[src/rtl/imem_sync_loadable_if.sv]
// Fetch and load bus of the synchronous instruction memory.
// master = PC/fetch stage or host loader, slave = the memory.
interface imem_sync_loadable_if;
  logic        ready;
  logic        fetch_req;
  logic [31:0] fetch_addr;
  logic        fetch_valid;
  logic [31:0] fetch_instr;
  logic        fetch_misalign;
  logic        fetch_oor;
  logic        ld_valid;
  logic [31:0] ld_addr;
  logic [31:0] ld_data;
  logic        ld_err;

  modport master (
    input  ready, fetch_valid, fetch_instr, fetch_misalign, fetch_oor, ld_err,
    output fetch_req, fetch_addr, ld_valid, ld_addr, ld_data
  );

  modport slave (
    output ready, fetch_valid, fetch_instr, fetch_misalign, fetch_oor, ld_err,
    input  fetch_req, fetch_addr, ld_valid, ld_addr, ld_data
  );
endinterface

[src/rtl/imem_sync_loadable.sv]
// Synchronous RV32I instruction memory: registered fetch port with
// alignment/range checks, run-time load port, and a post-reset clear engine
// that fills every word with FILL_WORD.
//
// state    | meaning
// ---------+-----------------------------------------------------------
// ST_CLEAR | writing FILL_WORD to index clr_cnt, one word per edge
// ST_READY | fetch and load accepted; stays here until reset
module imem_sync_loadable #(
  parameter int          DEPTH          = 64,
  parameter logic [31:0] FILL_WORD      = 32'h0000_0013,
  parameter bit          CLEAR_ON_RESET = 1'b1
) (
  input logic                 clk,
  input logic                 rst_n,
  imem_sync_loadable_if.slave bus
);

  localparam int              AW       = (DEPTH > 1) ? $clog2(DEPTH) : 1;
  localparam logic [29:0]     DEPTH_W  = 30'(DEPTH);
  localparam logic [AW-1:0]   LAST_IDX = AW'(DEPTH - 1);

  typedef enum logic {ST_CLEAR, ST_READY} state_t;

  state_t        state_q, state_d;
  logic [AW-1:0] clr_cnt_q, clr_cnt_d;
  logic [31:0]   mem [DEPTH];

  logic [29:0]   f_idx, l_idx;
  logic          f_mis, f_oor, l_bad;
  logic          fetch_go, ld_go;
  logic          we;
  logic [AW-1:0] wr_idx;
  logic [31:0]   wr_data;

  logic          fetch_valid_q, fetch_mis_q, fetch_oor_q, ld_err_q;
  logic [31:0]   fetch_instr_q;

  // Full 30-bit index compare so out-of-range addresses never alias.
  assign f_idx    = bus.fetch_addr[31:2];
  assign f_mis    = |bus.fetch_addr[1:0];
  assign f_oor    = (f_idx >= DEPTH_W);
  assign l_idx    = bus.ld_addr[31:2];
  assign l_bad    = (|bus.ld_addr[1:0]) || (l_idx >= DEPTH_W);
  assign fetch_go = bus.fetch_req && (state_q == ST_READY);
  assign ld_go    = bus.ld_valid  && (state_q == ST_READY);

  // State and clear counter registers.
  always_ff @(posedge clk or negedge rst_n) begin
    if (!rst_n) begin
      state_q   <= CLEAR_ON_RESET ? ST_CLEAR : ST_READY;
      clr_cnt_q <= '0;
    end else begin
      state_q   <= state_d;
      clr_cnt_q <= clr_cnt_d;
    end
  end

  // Next state and the single write port mux (clear engine vs. loader).
  always_comb begin
    state_d   = state_q;
    clr_cnt_d = clr_cnt_q;
    we        = 1'b0;
    wr_idx    = l_idx[AW-1:0];
    wr_data   = bus.ld_data;
    case (state_q)
      ST_CLEAR: begin
        we        = 1'b1;
        wr_idx    = clr_cnt_q;
        wr_data   = FILL_WORD;
        clr_cnt_d = clr_cnt_q + 1'b1;
        if (clr_cnt_q == LAST_IDX) state_d = ST_READY;
      end
      ST_READY: begin
        we = ld_go && !l_bad;
      end
    endcase
  end

  // Memory array write; no reset so it maps onto block RAM.
  always_ff @(posedge clk) begin
    if (we) mem[wr_idx] <= wr_data;
  end

  // Registered fetch response and load error pulse; the read is read-first,
  // so a same-edge load to the same index returns the old word.
  always_ff @(posedge clk or negedge rst_n) begin
    if (!rst_n) begin
      fetch_valid_q <= 1'b0;
      fetch_mis_q   <= 1'b0;
      fetch_oor_q   <= 1'b0;
      fetch_instr_q <= '0;
      ld_err_q      <= 1'b0;
    end else begin
      fetch_valid_q <= fetch_go;
      fetch_mis_q   <= fetch_go && f_mis;
      fetch_oor_q   <= fetch_go && f_oor;
      ld_err_q      <= ld_go && l_bad;
      if (fetch_go)
        fetch_instr_q <= (f_mis || f_oor) ? FILL_WORD : mem[f_idx[AW-1:0]];
    end
  end

  assign bus.ready          = (state_q == ST_READY);
  assign bus.fetch_valid    = fetch_valid_q;
  assign bus.fetch_instr    = fetch_instr_q;
  assign bus.fetch_misalign = fetch_mis_q;
  assign bus.fetch_oor      = fetch_oor_q;
  assign bus.ld_err         = ld_err_q;

endmodule

[src/flat_wrapper.sv]
// flat-port wrapper written by rule: the top's interface ports become plain ports
module imem_sync_loadable_flat 
#(
  parameter int          DEPTH          = 64,
  parameter logic [31:0] FILL_WORD      = 32'h0000_0013,
  parameter bit          CLEAR_ON_RESET = 1'b1
)
  (clk, rst_n, bus_ready, bus_fetch_valid, bus_fetch_instr, bus_fetch_misalign, bus_fetch_oor, bus_ld_err, bus_fetch_req, bus_fetch_addr, bus_ld_valid, bus_ld_addr, bus_ld_data);
  imem_sync_loadable_if bus_i ();
  input logic clk;
  input logic rst_n;
  output wire logic [$bits(bus_i.ready)-1:0] bus_ready;
  output wire logic [$bits(bus_i.fetch_valid)-1:0] bus_fetch_valid;
  output wire logic [$bits(bus_i.fetch_instr)-1:0] bus_fetch_instr;
  output wire logic [$bits(bus_i.fetch_misalign)-1:0] bus_fetch_misalign;
  output wire logic [$bits(bus_i.fetch_oor)-1:0] bus_fetch_oor;
  output wire logic [$bits(bus_i.ld_err)-1:0] bus_ld_err;
  input wire logic [$bits(bus_i.fetch_req)-1:0] bus_fetch_req;
  input wire logic [$bits(bus_i.fetch_addr)-1:0] bus_fetch_addr;
  input wire logic [$bits(bus_i.ld_valid)-1:0] bus_ld_valid;
  input wire logic [$bits(bus_i.ld_addr)-1:0] bus_ld_addr;
  input wire logic [$bits(bus_i.ld_data)-1:0] bus_ld_data;
  assign bus_ready = bus_i.ready;
  assign bus_fetch_valid = bus_i.fetch_valid;
  assign bus_fetch_instr = bus_i.fetch_instr;
  assign bus_fetch_misalign = bus_i.fetch_misalign;
  assign bus_fetch_oor = bus_i.fetch_oor;
  assign bus_ld_err = bus_i.ld_err;
  assign bus_i.fetch_req = bus_fetch_req;
  assign bus_i.fetch_addr = bus_fetch_addr;
  assign bus_i.ld_valid = bus_ld_valid;
  assign bus_i.ld_addr = bus_ld_addr;
  assign bus_i.ld_data = bus_ld_data;
  imem_sync_loadable #(.DEPTH(DEPTH), .FILL_WORD(FILL_WORD), .CLEAR_ON_RESET(CLEAR_ON_RESET)) u_core (.clk(clk), .rst_n(rst_n), .bus(bus_i));
endmodule
[config.mk]
export PLATFORM = sky130hd
export DESIGN_NAME = imem_sync_loadable_flat
export DESIGN_NICKNAME = d
export VERILOG_FILES = /design/src/rtl/imem_sync_loadable_if.sv /design/src/rtl/imem_sync_loadable.sv /design/src/flat_wrapper.sv
export SDC_FILE = /design/constraint.sdc
export NUM_CORES = 2
export LEC_CHECK = 0
export CORE_UTILIZATION = 41
export CTS_CLUSTER_DIAMETER = 40
export DETAILED_ROUTE_END_ITERATION = 10
export GPL_ROUTABILITY_DRIVEN = 0
export PLACE_DENSITY_LB_ADDON = 0.1
export SYNTH_ARGS = -nofsm -noshare
export SYNTH_HDL_FRONTEND = slang
export SYNTH_SLANG_ARGS = --single-unit
export TNS_END_PERCENT = 30
[constraint.sdc]
create_clock -name clk -period 6.4 [get_ports clk]
set_clock_uncertainty 0.1 [all_clocks]
set_input_delay 0.96 -clock clk [delete_from_list [all_inputs] [get_ports clk]]
set_output_delay 0.96 -clock clk [all_outputs]
set_load 0.02 [all_outputs]
==> metrics.md <==
| Metric | Value |
|---|---|
| Status | `completed` |
| Overall via count from detail_route | `41100` |
| Crit path time final | `4.00 ns` |
| Die width | `445 um` |
| Standard-cell rows | `162` |
| Final Hold Viols | `0` |
| WP data arrival | `4.53 ns` |
| Leak | `25.9 nW` |
| Vias in the first global route | `41300` |
| Post-CTS setup buffer count | `0` |
| Routed WL | `248 mm` |
| # nets final | `4228` |
| GRT Overall Usage | `25.0%` |
| Primary FF master, synth | `edfxtp_1` |
| Fmax | `0.250 GHz` |
| Most common cell after layout, fill and taps aside | `edfxtp_1` |
| Syn Inst Count | `3687` |
| CORE AREA | `195000 um2` |
| Yosys reg bits | `2091` |
| Avg WL per Cell | `35.4 um` |
| Final Max Slew Viols | `0` |
| Clk sinks | `2091` |
| Yosys warns | `0` |
| 1st-pass router iterations | `5` |
| First-pass GRT wire length | `341 mm` |
| DP Worst Slack | `1.38 ns` |
| Synth cell types | `71` |
| Critical Path End Type | `flop` |
| Initial antenna violation count | `13` |
| Sequential fraction of the synthesis area | `77.6%` |
| Clk buf depth | `4` |
| Synthesized area | `80600 um2` |
| Power Dens Cells | `336 nW/um2` |
| Final setup fails | `0` |
| Drt initial violations | `4498` |
| Port bufs | `136` |
| Wl on met1 | `105 mm` |
| # Max-Cap Violations | `0` |
| Commonest cells after routing, fill and taps aside | `edfxtp_1, mux4_2, clkbuf_16` |
| Worst-Margin Slew | `1.45 ns` |
| Crit start category | `input port` |
| Clock root buffer | `clkbuf_16` |
| Vias/cell | `5.88` |
| Syn_nets | `3788` |
| CTS H-tree lvls | `5` |
| Post-synth EDFFs | `2048` |
| CP Data Required Time | `6.93 ns` |
| Largest net degree at the start of global routing | `77` |
| Initial core utilization | `41.3%` |
| CP max FO | `20` |
| Fin Setup TNS | `0 ns` |
| DR top layer | `met5` |
| I/O pins | `137` |
| Overflow after GRT | `0` |
| Post-route ant nets | `0` |
| Final HPWL from detailed placement | `149 mm` |
| Tcrit/Tclk final | `62.5%` |
| Final WS setup | `2.40 ns` |
| Routed wl met3 | `16.3 mm` |
| Area Growth Syn to Fin | `20.1%` |
| Die area | `198000 um2` |
| Peak supply drop | `0.225 mV` |
| Worst Setup Path Type | `input port to flop` |
| CTS tree | `yes` |
| Met2 wire length | `120 mm` |
| Class of the tightest hold or removal check | `input port to asynchronous set/reset pin` |
| Syn Area/Cell | `21.9 um2` |
| Clock slew at reported path FFs | `0.06 ns` |
| Clock latency on the worst-skew pair | `0.93 ns` |
| Die height | `445 um` |
| Post-synthesis async set-or-reset flop share | `2.06%` |
| Slew headroom | `3.27%` |
| RSZ-0062 raised after global routing | `no` |
| TritonCTS Buffers | `313` |
| DRC viols | `0` |
| Share of cells above drive strength 1 | `29.7%` |
[cells in the mapped netlist (19+ instances only)]
cell type | instances | share of area [%]
a32oi_1 | 20 | 0.22
and2_1 | 35 | 0.27
a211oi_1 | 22 | 0.20
edfxtp_1 | 2048 | 76
buf_2 | 58 | 0.36
clkbuf_1 | 71 | 0.33
nor2_1 | 100 | 0.47
nand2_1 | 136 | 0.63
nand3_1 | 49 | 0.30
o22ai_1 | 30 | 0.23
mux2i_1 | 119 | 1.5
mux2_2 | 34 | 0.48
mux4_2 | 466 | 13
nor2b_1 | 25 | 0.19
a21oi_1 | 34 | 0.21
a22oi_1 | 62 | 0.58
nor4_1 | 19 | 0.15
o21ai_0 | 25 | 0.16
buf_4 | 37 | 0.34
dfrtp_1 | 43 | 1.3
nand4_1 | 19 | 0.15
[repair_timing]
item | CTS | global route
resized for setup | 0 | 0
hold endpoints to repair | 4 | 0
hold buffers | 1 | 0
endpoints found under the setup margin | 0 | 0
[logic make-up (layout without fill, tap and decap cells)]
logic type,count (synthesis),after routing,share of synthesized area [%]
AO/OA/AOI/OAI,303,303,2.74
buffers and inverters,208,885,1.39
other,0,2,0
AND/OR/NAND/NOR,444,444,2.66
flip-flops,2091,2091,77.6
multiplexers,635,635,15.5
adder cells (fa/ha/maj),1,1,0.0155
XOR/XNOR,5,5,0.0543
[per-layer routing]
layer / track usage (%) / vias to the layer above
met5: 0 / -
met1: 35.4 / 22500
li1: - / 16600
met4: 6.90 / 2
met2: 40.4 / 1684
met3: 4.09 / 312
[path summary, 6_finish.rpt]
kind                                        to  cells after the start           startpoint  slack, ns
max                          u_core.mem[12][3]                      8       bus_ld_addr[0]       2.40
min                          u_core.bus.ld_err                      2                rst_n       0.31
max reg2reg                 u_core.mem[57][14]                      6     u_core.bus.ready       2.52
min reg2reg                u_core.clr_cnt_q[0]                      1  u_core.clr_cnt_q[0]       0.41
max in group asynchronous     u_core.bus.ready                      3                rst_n       4.65
min in group clk           u_core.clr_cnt_q[0]                      1  u_core.clr_cnt_q[0]       0.41
[through the flow]
stage | instance area [um2] | power [mW] | hold WS [ns] | instances | util [%]
2_1_floorplan | 80600 | 15.5 | 0.374 | 3687 | -
3_3_place_gp | 86400 | 15.9 | 0.400 | 6433 | 44.3
3_5_place_dp | 86400 | 15.9 | 0.406 | 6434 | 44.3
4_1_cts | 96800 | 32.8 | 0.253 | 6987 | 49.6
5_1_grt | 96800 | 33.4 | 0.306 | 6989 | 49.6
6_report | 96800 | 32.6 | 0.305 | 6990 | 49.6
[area by class of cell]
| type | count | area (um2) |
|---|---|---|
| inverter | 11 | 42.5 |
| tap | 2624 | 3280 |
| fill | 15600 | 98400 |
| timing repair buffer | 322 | 3070 |
| sequential | 2091 | 62600 |
| antenna | 2 | 5.00 |
| clock inverter | 192 | 2090 |
| multi-input combinational | 1388 | 17500 |
| clock buffer | 360 | 8260 |
[critical path, stage by stage]
cell             delay (ns)
clkdlybuf4s50_1        0.41
nor4_1                 0.31
nand4_1                0.20
o41ai_1                0.39
buf_4                  0.24
nand3_1                0.65
nor2_4                 1.01
buf_4                  0.30
[power breakdown]
group	switching (mW)	internal (mW)
clock	6.27	10.7
combinational	0.501	0.287
sequential	0	14.8
[registers in the layout, indices dropped and copies added (netlist names)]
signal	count
u_core.mem	2048
u_core.bus.fetch_instr	32
u_core.clr_cnt_q	6
u_core.bus.fetch_misalign	1
u_core.bus.fetch_oor	1
u_core.bus.fetch_valid	1
u_core.bus.ld_err	1
u_core.bus.ready	1
Note: power is estimated with default switching activity, not from simulation.
